<file path="config.mk">
export PLATFORM = sky130hd
export DESIGN_NAME = cmp_minmax_sequencer
export DESIGN_NICKNAME = d
export VERILOG_FILES = /design/src/rtl/cmp_minmax_sequencer.sv
export SDC_FILE = /design/constraint.sdc
export NUM_CORES = 1
export LEC_CHECK = 0
export ABC_AREA = 1
export ABC_CLOCK_PERIOD_IN_PS = 1510
export CAP_MARGIN = 10
export CORE_ASPECT_RATIO = 0.75
export CORE_MARGIN = 2
export CORE_UTILIZATION = 31
export CTS_CLUSTER_DIAMETER = 30
export CTS_CLUSTER_SIZE = 10
export DETAILED_ROUTE_END_ITERATION = 6
export PLACE_DENSITY = 0.58
export SKIP_CTS_REPAIR_TIMING = 1
export SLEW_MARGIN = 25
export SYNTH_ARGS = -nofsm -noshare
export SYNTH_HDL_FRONTEND = slang
export SYNTH_SLANG_ARGS = --single-unit
export TNS_END_PERCENT = 10
</file>
<file path="constraint.sdc">
create_clock -name clk -period 1.51 [get_ports clk]
set_input_delay 0.302 -clock clk [delete_from_list [all_inputs] [get_ports clk]]
set_output_delay 0.302 -clock clk [all_outputs]
set_load 0.01 [all_outputs]
</file>
<file path="src/rtl/cmp_minmax_sequencer.sv">
// Frame max/min finder that time-shares one external unsigned comparator.
// Each sample after the first costs one accept cycle plus two compare cycles.
module cmp_minmax_sequencer #(
  parameter int WIDTH   = 3,
  parameter int MAX_LEN = 8,
  parameter int LEN_W   = 4
) (
  input  logic             clk,
  input  logic             rst_n,
  input  logic             start,
  input  logic [LEN_W-1:0] len,
  input  logic             in_valid,
  input  logic [WIDTH-1:0] in_data,
  output logic             in_ready,
  output logic [WIDTH-1:0] cmp_a,
  output logic [WIDTH-1:0] cmp_b,
  input  logic             cmp_gt,
  input  logic             cmp_lt,
  output logic             busy,
  output logic             done,
  output logic             err_len,
  output logic [WIDTH-1:0] max_val,
  output logic [WIDTH-1:0] min_val,
  output logic [LEN_W-1:0] max_idx,
  output logic [LEN_W-1:0] min_idx
);

  typedef enum logic [2:0] {
    IDLE,
    FIRST,
    WAIT,
    CMP_MAX,
    CMP_MIN,
    DONE
  } state_t;

  state_t           state;
  logic [LEN_W-1:0] lenQ;
  logic [LEN_W-1:0] cnt;
  logic [WIDTH-1:0] sampleQ;

  logic xfer;
  logic lenLegal;
  logic lastSample;

  assign xfer       = in_valid & in_ready;
  assign lenLegal   = (len != '0) && (len <= LEN_W'(MAX_LEN));
  assign lastSample = ((cnt + LEN_W'(1)) == lenQ);

  // Comparator operands are only meaningful in the two compare states.
  always_comb begin
    cmp_a = '0;
    cmp_b = '0;
    case (state)
      CMP_MAX: begin
        cmp_a = sampleQ;
        cmp_b = max_val;
      end
      CMP_MIN: begin
        cmp_a = sampleQ;
        cmp_b = min_val;
      end
      default: ;
    endcase
  end

  // NOTE: every register, results included, is cleared by the async reset so an
  // aborted frame leaves no stale max/min visible on the outputs.
  always_ff @(posedge clk or negedge rst_n) begin
    if (!rst_n) begin
      state    <= IDLE;
      lenQ     <= '0;
      cnt      <= '0;
      sampleQ  <= '0;
      in_ready <= 1'b0;
      busy     <= 1'b0;
      done     <= 1'b0;
      err_len  <= 1'b0;
      max_val  <= '0;
      min_val  <= '0;
      max_idx  <= '0;
      min_idx  <= '0;
    end else begin
      // NOTE: non-blocking throughout, so every branch reads pre-edge values.
      done    <= 1'b0;
      err_len <= 1'b0;
      case (state)
        IDLE: begin
          if (start) begin
            if (lenLegal) begin
              lenQ     <= len;
              cnt      <= '0;
              in_ready <= 1'b1;
              busy     <= 1'b1;
              state    <= FIRST;
            end else begin
              err_len <= 1'b1;
            end
          end
        end
        FIRST: begin
          if (xfer) begin
            max_val <= in_data;
            min_val <= in_data;
            max_idx <= '0;
            min_idx <= '0;
            cnt     <= LEN_W'(1);
            if (lenQ == LEN_W'(1)) begin
              in_ready <= 1'b0;
              done     <= 1'b1;
              state    <= DONE;
            end else begin
              state <= WAIT;
            end
          end
        end
        WAIT: begin
          if (xfer) begin
            sampleQ  <= in_data;
            in_ready <= 1'b0;
            state    <= CMP_MAX;
          end
        end
        CMP_MAX: begin
          // Strict compare: a tie keeps the earlier index.
          if (cmp_gt) begin
            max_val <= sampleQ;
            max_idx <= cnt;
          end
          state <= CMP_MIN;
        end
        CMP_MIN: begin
          if (cmp_lt) begin
            min_val <= sampleQ;
            min_idx <= cnt;
          end
          cnt <= cnt + LEN_W'(1);
          if (lastSample) begin
            done  <= 1'b1;
            state <= DONE;
          end else begin
            in_ready <= 1'b1;
            state    <= WAIT;
          end
        end
        DONE: begin
          busy  <= 1'b0;
          state <= IDLE;
        end
        default: state <= IDLE;
      endcase
    end
  end

endmodule

</file>
# == Yosys cells after proc, flatten, opt, wreduce, memory -nomap -nowiden ==
# Index checks and enable logic that the tools add are counted.
# W data, S select, Z words.
# op_classes
n_addsub,1
order_cmp,1
n_eq_ne,15
mux,38
n_bitwise,1
reduce_logical,17
# op_table
operator,n
$mux W3,10
$mux W4,6
$pmux W3 S2,3
$ne A2 B2 Y1 const B,8
$pmux W4 S2,2
$pmux W3 S5,1
$mux W1,12
$pmux W4 S3,1
$reduce_and A3 Y1,4
$reduce_and A4 Y1,2
$reduce_bool A4 Y1,2
$reduce_and A7 Y1,1
$eq A3 B2 Y1 const B,2
$eq A3 B3 Y1 const B,2
$reduce_bool A2 Y1,3
$add A4 B1 Y4 const B,1
$eq A4 B1 Y1 const B,1
$eq A4 B4 Y1,1
$le A4 B4 Y1 const B,1
$pmux W1 S2,2
$pmux W1 S4,1
$eq A3 B1 Y1 const B,1
$logic_not A3 Y1,1
$reduce_bool A3 Y1,1
4 further kinds,4
# totals
ff_bits,32
inputBits,13
output_inout_bits,24
wordCells,85

# == Depth between registers and ports, before layout ==
# Gate-level depths: netlist of run 1.
# logic_depth
word_depth,5
ltp_mapped,11
depth_no_buf,11

# == Worst setup path before layout of run 1 ==
# Ideal clock, no wire load.
# synth_path
path_kind,reg-to-output
start,register state[0]
end,output cmp_b[0]
arrival_time_ns,1.137
setup_slack_ns,0.071
stages_incl_launch_ff,6
path_cell_list,dfrtp_1 -> nor2_2 -> nand2_2 -> inv_2 -> buf_2 -> a22o_1
# synth_between
elab_chain_len,2
# synth_rtl
element,line,text
"start, declared",37,state_t state;
"start signal, assigned",71,state <= IDLE;
"start signal, assigned",95,state <= FIRST;
"start signal, assigned",111,state <= DONE;
$eq A3 B3 Y1 or $eq A3 B2 Y1 (tied branches),54,case (state)
$pmux W3 S2 (*),54,
"end, declared",16,"output logic [WIDTH-1:0] cmp_b,"
# Every way passes the cells marked *; elsewhere a longest branch is shown, timed or not.

# == Worst setup path in the final report of run 1 ==
# layout_path
start,register state[1]
end,output cmp_b[0]
# The elaborated chain is that of the path after synthesis.

==> metrics.md, run 1 <==
| Metric | Value |
|---|---|
| Total wire length | `4380 µm` |
| DR vias | `1,639` |
| Slew Limit Fails | `0` |
| Area Growth Syn to Fin | `52.1%` |
| Vias in the first global route | `1,541` |
| Global-route wire length before repair | `7270 µm` |
| Diode count | `0` |
| Failing checks | `negative setup slack` |
| Sequential power share | `0.267` |
| Clk root buf | `clkbuf_8` |
| Status | `complete, but fails checks` |
| Buffers on Ports | `36` |
| H-tree depth | `2` |
| Final ANT Viol Nets | `0` |
| Nets@finish | `314` |
| Int Power | `2.98 mW` |
| Layout Cells excl Fill | `376` |
| Pwr dens | `1910 mW/mm²` |
| Chip Height | `69.2 µm` |
| Buffer depth of the longest clock path | `2` |
| CP max-delay cell | `dfrtp_1` |
| Tcrit/Tclk final | `1.06` |
| Clock Power Share | `0.159` |
| Pin count of the biggest net entering global routing | `33` |
| Initial DRC count | `74` |
| CTS tree | `built` |
| 1st-pass router iterations | `4` |
| R2r worst-path depth | `11` |
| Syn_nets | `237` |
| CTS sink cnt | `32` |
| Max Cap Viol | `0` |
| Tot Pwr | `5.12 mW` |
| Die Area | `0.00630 mm²` |
| Drt via density | `4.36` |
| Clock Pin Slew Worst Setup and Hold Paths | `70 ps` |
| Total GRT Usage | `0.143` |
| Hold WS | `379 ps` |
| Net Sw Frac | `0.418` |
| Initial Util | `0.325` |
| Core Region | `0.00541 mm²` |
| DRC Markers | `0` |
| Net switching power | `2.14 mW` |
| Setup CP Type | `reg -> out` |
| Data required time of the worst path | `1210 ps` |
| Worst Hold Class | `in -> async` |
| Unrepaired setup endpoints after global routing | `yes` |
| CP arrival | `1300 ps` |
| Share of post-route cells with drive strength above 1 | `0.272` |
| Crit start category | `register` |
| # rows | `23` |
| Min Tclk post-route | `1600 ps` |
| Post-route worst setup slack | `-92.8 ps` |
| Most common cell after layout, fill and taps aside | `nand2_1` |
| Ys Warns | `0` |
| Cell area after synthesis | `0.00176 mm²` |
| Post-DR wirelength/cell | `11.6 µm` |
| Layout Skew | `5.56 ps` |
| Commonest cells after routing, fill and taps aside | `nand2_1 (81), buf_4 (33), dfrtp_1 (32)` |
| Post-synthesis register bit count | `32` |
| Critical path, cell by cell | `buf_4, nand3_4, inv_6, a22o_1, clkbuf_2` |
| Setup Viol. Count Final | `7` |
| Clock Latency Late Sink | `280 ps` |
| Total congestion overflow | `0` |
| VDD IR max | `0.970 mV` |
| Crit Path Max Fanout | `8` |
| Placed instance count | `364` |
| Core Util, Final | `0.494` |
| Least-Margin Pin Slew | `253 ps` |
| Synthesized area per cell | `7.88 µm²` |
| CP peak stage delay | `400 ps` |
| Initial antenna violation count | `0` |
| Die width | `91.0 µm` |
| Ports | `37` |
| Slew headroom | `0.831` |
| Lkg Pwr | `1.50 nW` |
| Combinational group share of total power | `0.574` |
| CTS buffer count | `5` |
| WP buf/inv | `3` |
| Post-DP HPWL | `3230 µm` |
| Post-synthesis sequential area ratio | `0.456` |
| Fmax | `624 MHz` |
| Crit path depth | `5` |
| Final hold vios | `0` |
| Critical path endpoint category | `output pin` |
| CP top delay family | `flip-flops` |
| Cells after Synth | `223` |
| Yosys cell types | `27` |
| GPL Wtd Cong | `0.857` |
-- power by group through the flow --
stage / clock (mW) / sequential (mW) / combinational, mW
after floorplan: 0 / 1.47 / 1.48
after global placement: 0 / 1.37 / 2.70
after detailed placement: 0 / 1.38 / 2.72
after CTS: 0.839 / 1.36 / 2.74
after global routing: 0.871 / 1.41 / 3.30
final: 0.814 / 1.37 / 2.94
-- flip-flops by register name, summed over array words and instances, names as in the netlist --
signal and count:
min_idx 4, max_val 3, cnt 4, state 3, lenQ 4, in_ready 1
max_idx 4, sampleQ 3, err_len 1, busy 1, min_val 3, done 1
-- final cells by class --
type	count	area, µm²
inverter	28	129
clock buffer	6	72.6
sequential	32	801
multi-input combinational	161	881
clock inverter	2	35.0
tap	75	93.8
timing repair buffer	72	662
fill	579	2740
-- synthesized netlist by cell type, drive strengths merged --
master,count,area share
buf,2,0.0092
a22o,3,0.015
and2,1,0.0050
nor3,1,0.0028
o31ai,6,0.031
o21ai,14,0.040
dfrtp,32,0.46
a31oi,3,0.011
nor2,14,0.036
clkinv,1,0.0050
nand3,18,0.075
ha,1,0.0071
inv,27,0.059
nand2,93,0.23
nand4,4,0.014
a21oi,3,0.0085
-- routing by layer --
metal  GRT usage  part of all wire  vias to the layer above
met4      0.0556            0.0071                        0
met1       0.205              0.53                      722
li1            -                 -                      872
met2       0.207              0.41                       41
met3      0.0380             0.053                        4
met5           0                 0                        -
-- final timing paths --
| check | from | to | slack (ps) |
|---|---|---|---|
| max in group asynchronous | rst_n | min_idx[1] | 960 |
| min in group clk | min_idx[2] | min_idx[2] | 490 |
| min | rst_n | sampleQ[0] | 380 |
| max | state[1] | cmp_b[0] | -90 |
| min reg2reg | min_idx[2] | min_idx[2] | 490 |
| max reg2reg | state[1] | in_ready | -10 |
-- worst reg2reg max path: stages, from the launching register on --
cell and delay [ps]:
dfrtp_1 380, buf_4 160, clkinvlp_4 140, nand3_4 110, inv_2 60, buf_4 130, nand2_1 70, nand3_1 70
nor2_1 140, nand2_1 70, nand2_1 50, nand2_1 50
-- metrics by stage --
| step | TNS, ps | worst slack (ps) | instance area [µm²] |
|---|---|---|---|
| finish | -416 | -92.8 | 2670 |
| CTS | -3710 | -532 | 2570 |
| detailed placement | -3040 | -218 | 2460 |
| global placement | -2510 | -181 | 2460 |
| global route | -2560 | -159 | 2670 |
| floorplan | 0 | 71.0 | 1760 |
-- cells by family after synthesis --
group	after synthesis	synth area share
fa+ha+maj	1	0.00712
buf+inv	30	0.0733
compound gates	29	0.105
simple gates	131	0.359
flops	32	0.456
(Power assumes the default switching activity.)
==> run 2: changes to the inputs <==
==> constraint.sdc (replaced) <==
create_clock -name clk -period 1.51 [get_ports clk]
set_input_delay 0.302 -clock clk [delete_from_list [all_inputs] [get_ports clk]]
set_output_delay 0.302 -clock clk [all_outputs]
set_load 0.02 [all_outputs]
==> metrics.md, run 2 (same netlist as run 1, synthesis figures left out) <==
| Metric | Value |
|---|---|
| Status | `complete, but fails checks (unchanged)` |
| Failing checks | `negative setup slack (unchanged)` |
| Ports | `37 (unchanged)` |
| Core Region | `0.00541 mm² (unchanged)` |
| CP peak stage delay | `400 ps (about the same)` |
| Initial DRC count | `71 (was 74)` |
| Tot Pwr | `5.11 mW (was 5.12 mW)` |
| Slew Limit Fails | `0 (unchanged)` |
| Initial antenna violation count | `0 (unchanged)` |
| Chip Height | `69.2 µm (unchanged)` |
| Share of post-route cells with drive strength above 1 | `0.270 (was 0.272)` |
| Crit Path Max Fanout | `8 (unchanged)` |
| Lkg Pwr | `1.57 nW (was 1.50 nW)` |
| DR vias | `1,661 (was 1,639)` |
| Drt via density | `4.43 (was 4.36)` |
| Critical path endpoint category | `output pin (unchanged)` |
| CTS sink cnt | `32 (unchanged)` |
| 1st-pass router iterations | `4 (unchanged)` |
| Clock Latency Late Sink | `280 ps (about the same)` |
| Initial Util | `0.325 (unchanged)` |
| Diode count | `0 (unchanged)` |
| Post-route worst setup slack | `-112 ps (was -92.8 ps)` |
| Data required time of the worst path | `1210 ps (about the same)` |
| Max Cap Viol | `0 (unchanged)` |
| Design area | `0.00268 mm² (was 0.00267 mm²)` |
| DRC Markers | `0 (unchanged)` |
| Final ANT Viol Nets | `0 (unchanged)` |
| Worst Hold Class | `in -> async (unchanged)` |
| Most common cell after layout, fill and taps aside | `nand2_1 (unchanged)` |
| CP arrival | `1320 ps (was 1300 ps)` |
| Crit start category | `register (unchanged)` |
| Total wire length | `4240 µm (was 4380 µm)` |
| Slew headroom | `0.827 (was 0.831)` |
| Die width | `91.0 µm (unchanged)` |
| Commonest cells after routing, fill and taps aside | `nand2_1 (80), buf_4 (34), dfrtp_1 (32) (was nand2_1 (81), buf_4 (33), dfrtp_1 (32))` |
| Buffers on Ports | `36 (unchanged)` |
| # rows | `23 (unchanged)` |
| Net switching power | `2.19 mW (was 2.14 mW)` |
| Nets@finish | `314 (unchanged)` |
| H-tree depth | `2 (unchanged)` |
| Least-Margin Pin Slew | `259 ps (was 253 ps)` |
| Pwr dens | `1910 mW/mm² (about the same)` |
| Area Growth Syn to Fin | `52.2% (was 52.1%)` |
| Setup CP Type | `reg -> out (unchanged)` |
| Fin Setup TNS | `-457 ps (was -416 ps)` |
| Layout Skew | `4.68 ps (was 5.56 ps)` |
| Min Tclk post-route | `1620 ps (was 1600 ps)` |
| Buffer depth of the longest clock path | `2 (unchanged)` |
| Global-route wire length before repair | `7140 µm (was 7270 µm)` |
| Clock Power Share | `0.138 (was 0.159)` |
| Post-DP HPWL | `3160 µm (was 3230 µm)` |
| GPL Wtd Cong | `0.813 (was 0.857)` |
| Unrepaired setup endpoints after global routing | `yes (unchanged)` |
| Clk root buf | `clkbuf_8 (unchanged)` |
| CTS buffer count | `5 (unchanged)` |
| Int Power | `2.91 mW (was 2.98 mW)` |
| Sequential power share | `0.267 (about the same)` |
| Setup Viol. Count Final | `7 (unchanged)` |
| Vias in the first global route | `1,567 (was 1,541)` |
| Critical path, cell by cell | `buf_4, nand3_4, inv_6, a22o_1, buf_2 (was buf_4, nand3_4, inv_6, a22o_1, clkbuf_2)` |
| Tcrit/Tclk final | `1.07 (was 1.06)` |
| Net Sw Frac | `0.430 (was 0.418)` |
| Dpl ws | `-279 ps (was -218 ps)` |
| CP max-delay cell | `dfrtp_1 (unchanged)` |
| Hold WS | `377 ps (was 379 ps)` |
| CTS tree | `built (unchanged)` |
| VDD IR max | `1.02 mV (was 0.970 mV)` |
| Final hold vios | `0 (unchanged)` |
| Total congestion overflow | `0 (unchanged)` |
| Clock Pin Slew Worst Setup and Hold Paths | `60 ps (was 70 ps)` |
| Post-DR wirelength/cell | `11.3 µm (was 11.6 µm)` |
| Total GRT Usage | `0.141 (was 0.143)` |
| Die Area | `0.00630 mm² (unchanged)` |
| Combinational group share of total power | `0.595 (was 0.574)` |
| Fmax | `616 MHz (was 624 MHz)` |
| Pin count of the biggest net entering global routing | `33 (unchanged)` |
| Placed inst area | `0.00247 mm² (was 0.00246 mm²)` |
## run 2: cell count changes in the layout (fill, tap and decap cells not counted), moves of 2 or more
cell / change
buf_2: -2
buf_6: +4
clkbuf_2: -3
clkbuf_8: +2
clkdlybuf4s50_1: -5
dlymetal6s2s_1: +5
## run 2: worst max-delay path, delay by kind of cell (launching register included)
kind                   cells  cell delay (ps)
and+or+nand+nor            1               90
buffers and inverters      3              350
AOI/OAI and AO/OA          1              190
DFF                        1              400
## run 2: metrics by stage
stage	util	instances
after floorplan	-	223
after global routing	0.495	375
final	0.495	375
after CTS	0.474	372
after global placement	0.456	365
after detailed placement	0.456	365
## run 2: final timing paths
check | from | end | slack [ps] | depth (start not counted)
setup / recovery | state[1] | cmp_b[2] | -110 | 5
hold / removal | rst_n | in_ready | 380 | 2
setup reg to reg | state[1] | cnt[2] | 0 | 9
hold reg to reg | min_idx[3] | min_idx[3] | 480 | 2
max in group asynchronous | rst_n | cnt[1] | 950 | 2
min in group clk | min_idx[3] | min_idx[3] | 480 | 2
## run 2: cell type report
class,instances,area (µm²)
Inverter,28,125
Timing Repair Buffer,72,702
Multi-Input combinational cell,161,858
Sequential cell,32,801
Fill cell,569,2730
Clock buffer,7,96.3
Tap cell,75,93.8
## run 2: power by group through the flow
stage               clock network (mW)  logic (mW)  registers [mW]
floorplan                            0        1.51            1.57
global placement                     0        2.86            1.37
detailed placement                   0        2.87            1.38
CTS                              0.731        2.88            1.37
global route                     0.766        3.38            1.40
finish                           0.705        3.04            1.36
## run 2: layer usage
| layer | part of all wire | track usage | wire (µm) | vias up |
|---|---|---|---|---|
| li1 | - | - | - | 878 |
| met1 | 0.52 | 0.199 | 2200 | 737 |
| met2 | 0.41 | 0.202 | 1730 | 42 |
| met3 | 0.065 | 0.0500 | 277 | 4 |
| met4 | 0.0076 | 0.0455 | 32 | 0 |
| met5 | 0 | 0 | 0 | - |
==> run 3: changes to the inputs <==
Settings changed: CORE_UTILIZATION 31 to 46, PLACE_DENSITY 0.58 to 0.79.
==> metrics.md, run 3 (same netlist as run 1, synthesis figures left out) <==
| Metric | Value |
|---|---|
| CTS buffer count | `5 (unchanged)` |
| CP peak stage delay | `420 ps (was 400 ps)` |
| Setup Viol. Count Final | `7 (unchanged)` |
| CTS sink cnt | `32 (unchanged)` |
| Status | `complete, but fails checks (unchanged)` |
| # rows | `19 (was 23)` |
| Failing checks | `negative setup slack (unchanged)` |
| VDD IR max | `1.41 mV (was 1.02 mV)` |
| Max Cap Viol | `0 (unchanged)` |
| Fillers | `282 (was 569)` |
| Slew headroom | `0.807 (was 0.827)` |
| Total congestion overflow | `0 (unchanged)` |
| Die Area | `0.00434 mm² (was 0.00630 mm²)` |
| Initial DRC count | `87 (was 71)` |
| CP arrival | `1320 ps (about the same)` |
| Initial Util | `0.480 (was 0.325)` |
| Fmax | `617 MHz (was 616 MHz)` |
| Area Growth Syn to Fin | `50.1% (was 52.2%)` |
| H-tree depth | `2 (unchanged)` |
| Buffers on Ports | `36 (unchanged)` |
| Placed inst area | `0.00241 mm² (was 0.00247 mm²)` |
| Slew Limit Fails | `0 (unchanged)` |
| Clock Latency Late Sink | `280 ps (about the same)` |
| Vias in the first global route | `1,590 (was 1,567)` |
| Tcrit/Tclk final | `1.07 (about the same)` |
| Ports | `37 (unchanged)` |
| Worst Hold Class | `in -> async (unchanged)` |
| Pin count of the biggest net entering global routing | `33 (unchanged)` |
| Crit Path Max Fanout | `8 (unchanged)` |
| DRC Markers | `0 (unchanged)` |
| Buffer depth of the longest clock path | `2 (unchanged)` |
| Final ANT Viol Nets | `0 (unchanged)` |
| GPL Wtd Cong | `0.892 (was 0.813)` |
| Initial antenna violation count | `0 (unchanged)` |
| Layout Skew | `1.18 ps (was 4.68 ps)` |
| Unrepaired setup endpoints after global routing | `yes (unchanged)` |
| Core Util, Final | `0.721 (was 0.495)` |
| Critical path, cell by cell | `buf_6, nand3_4, inv_6, a22o_1, buf_2 (was buf_4, nand3_4, inv_6, a22o_1, buf_2)` |
| DR vias | `1,711 (was 1,661)` |
| Crit start category | `register (unchanged)` |
| Chip Height | `57.5 µm (was 69.2 µm)` |
| 1st-pass router iterations | `4 (unchanged)` |
| Drt via density | `4.92 (was 4.43)` |
| Post-DP HPWL | `3110 µm (was 3160 µm)` |
| Core Region | `0.00366 mm² (was 0.00541 mm²)` |
| Critical path endpoint category | `output pin (unchanged)` |
| Least-Margin Pin Slew | `289 ps (was 259 ps)` |
| Min Tclk post-route | `1620 ps (about the same)` |
| Share of post-route cells with drive strength above 1 | `0.250 (was 0.270)` |
| Clk root buf | `clkbuf_8 (unchanged)` |
| Post-DR wirelength/cell | `12.2 µm (was 11.3 µm)` |
| Lkg Pwr | `1.56 nW (was 1.57 nW)` |
| Total GRT Usage | `0.212 (was 0.141)` |
| Nets@finish | `309 (was 314)` |
| Total wire length | `4250 µm (was 4240 µm)` |
| Design area | `0.00264 mm² (was 0.00268 mm²)` |
| Pwr dens | `1980 mW/mm² (was 1910 mW/mm²)` |
| Setup CP Type | `reg -> out (unchanged)` |
| Commonest cells after routing, fill and taps aside | `nand2_1 (84), dfrtp_1 (32), buf_4 (28) (was nand2_1 (80), buf_4 (34), dfrtp_1 (32))` |
| Data required time of the worst path | `1210 ps (about the same)` |
| Diode count | `0 (unchanged)` |
| Clock Pin Slew Worst Setup and Hold Paths | `60 ps (about the same)` |
| Hold WS | `396 ps (was 377 ps)` |
| Post-route worst setup slack | `-110 ps (was -112 ps)` |
| Final hold vios | `0 (unchanged)` |
| CP max-delay cell | `dfrtp_1 (unchanged)` |
| Global-route wire length before repair | `6990 µm (was 7140 µm)` |
| CTS tree | `built (unchanged)` |
| Most common cell after layout, fill and taps aside | `nand2_1 (unchanged)` |
| Die width | `75.4 µm (was 91.0 µm)` |
-- run 3: area by class of cell --
| type | count | area [µm²] | area share |
|---|---|---|---|
| well taps | 52 | 65.1 | 0.0247 |
| clock buffers | 7 | 96.3 | 0.0365 |
| clock inverters | 1 | 30.0 | 0.0114 |
| multi-input cells | 161 | 856 | 0.324 |
| repair buffers | 67 | 668 | 0.253 |
| flip-flops and latches | 32 | 801 | 0.303 |
| inverters | 28 | 123 | 0.0465 |
-- run 3: worst paths after layout --
check | startpoint | to | slack, ps | cells past startpoint
max | state[1] | cmp_b[0] | -110 | 5
min | rst_n | max_idx[0] | 400 | 2
max reg2reg | state[0] | cnt[0] | 0 | 8
min reg2reg | min_idx[0] | min_idx[0] | 490 | 2
max in group asynchronous | rst_n | done | 940 | 2
min in group clk | min_idx[0] | min_idx[0] | 490 | 2
-- run 3: per-stage QoR --
step / setup WS, ps / instances / TNS (ps) / power (mW)
after floorplan: 4.80 / 223 / 0 / 3.08
after global placement: -234 / 338 / -2800 / 4.15
after detailed placement: -296 / 338 / -3310 / 4.21
after CTS: -604 / 346 / -4640 / 5.12
after global routing: -168 / 348 / -1540 / 5.62
final: -110 / 348 / -475 / 5.21
-- run 3: critical path: cells and delay by family, from the launching register on --
family,cells,cell delay (ps)
buf+inv,3,330
simple gates,1,90
compound gates,1,190
flops,1,420
-- run 3: metal layers --
metal  global-route usage  wire [µm]  up-vias
met5                    0          0        -
met1                0.296       2020      798
met4               0.0526         27        0
met3               0.0477        204        4
met2                0.337       2000       44
li1                     -          -      865
-- run 3: power by group --
part / internal (mW) / switching, mW
Sequential: 1.15 / 0.229
Clock: 0.582 / 0.310
Combinational: 1.29 / 1.65
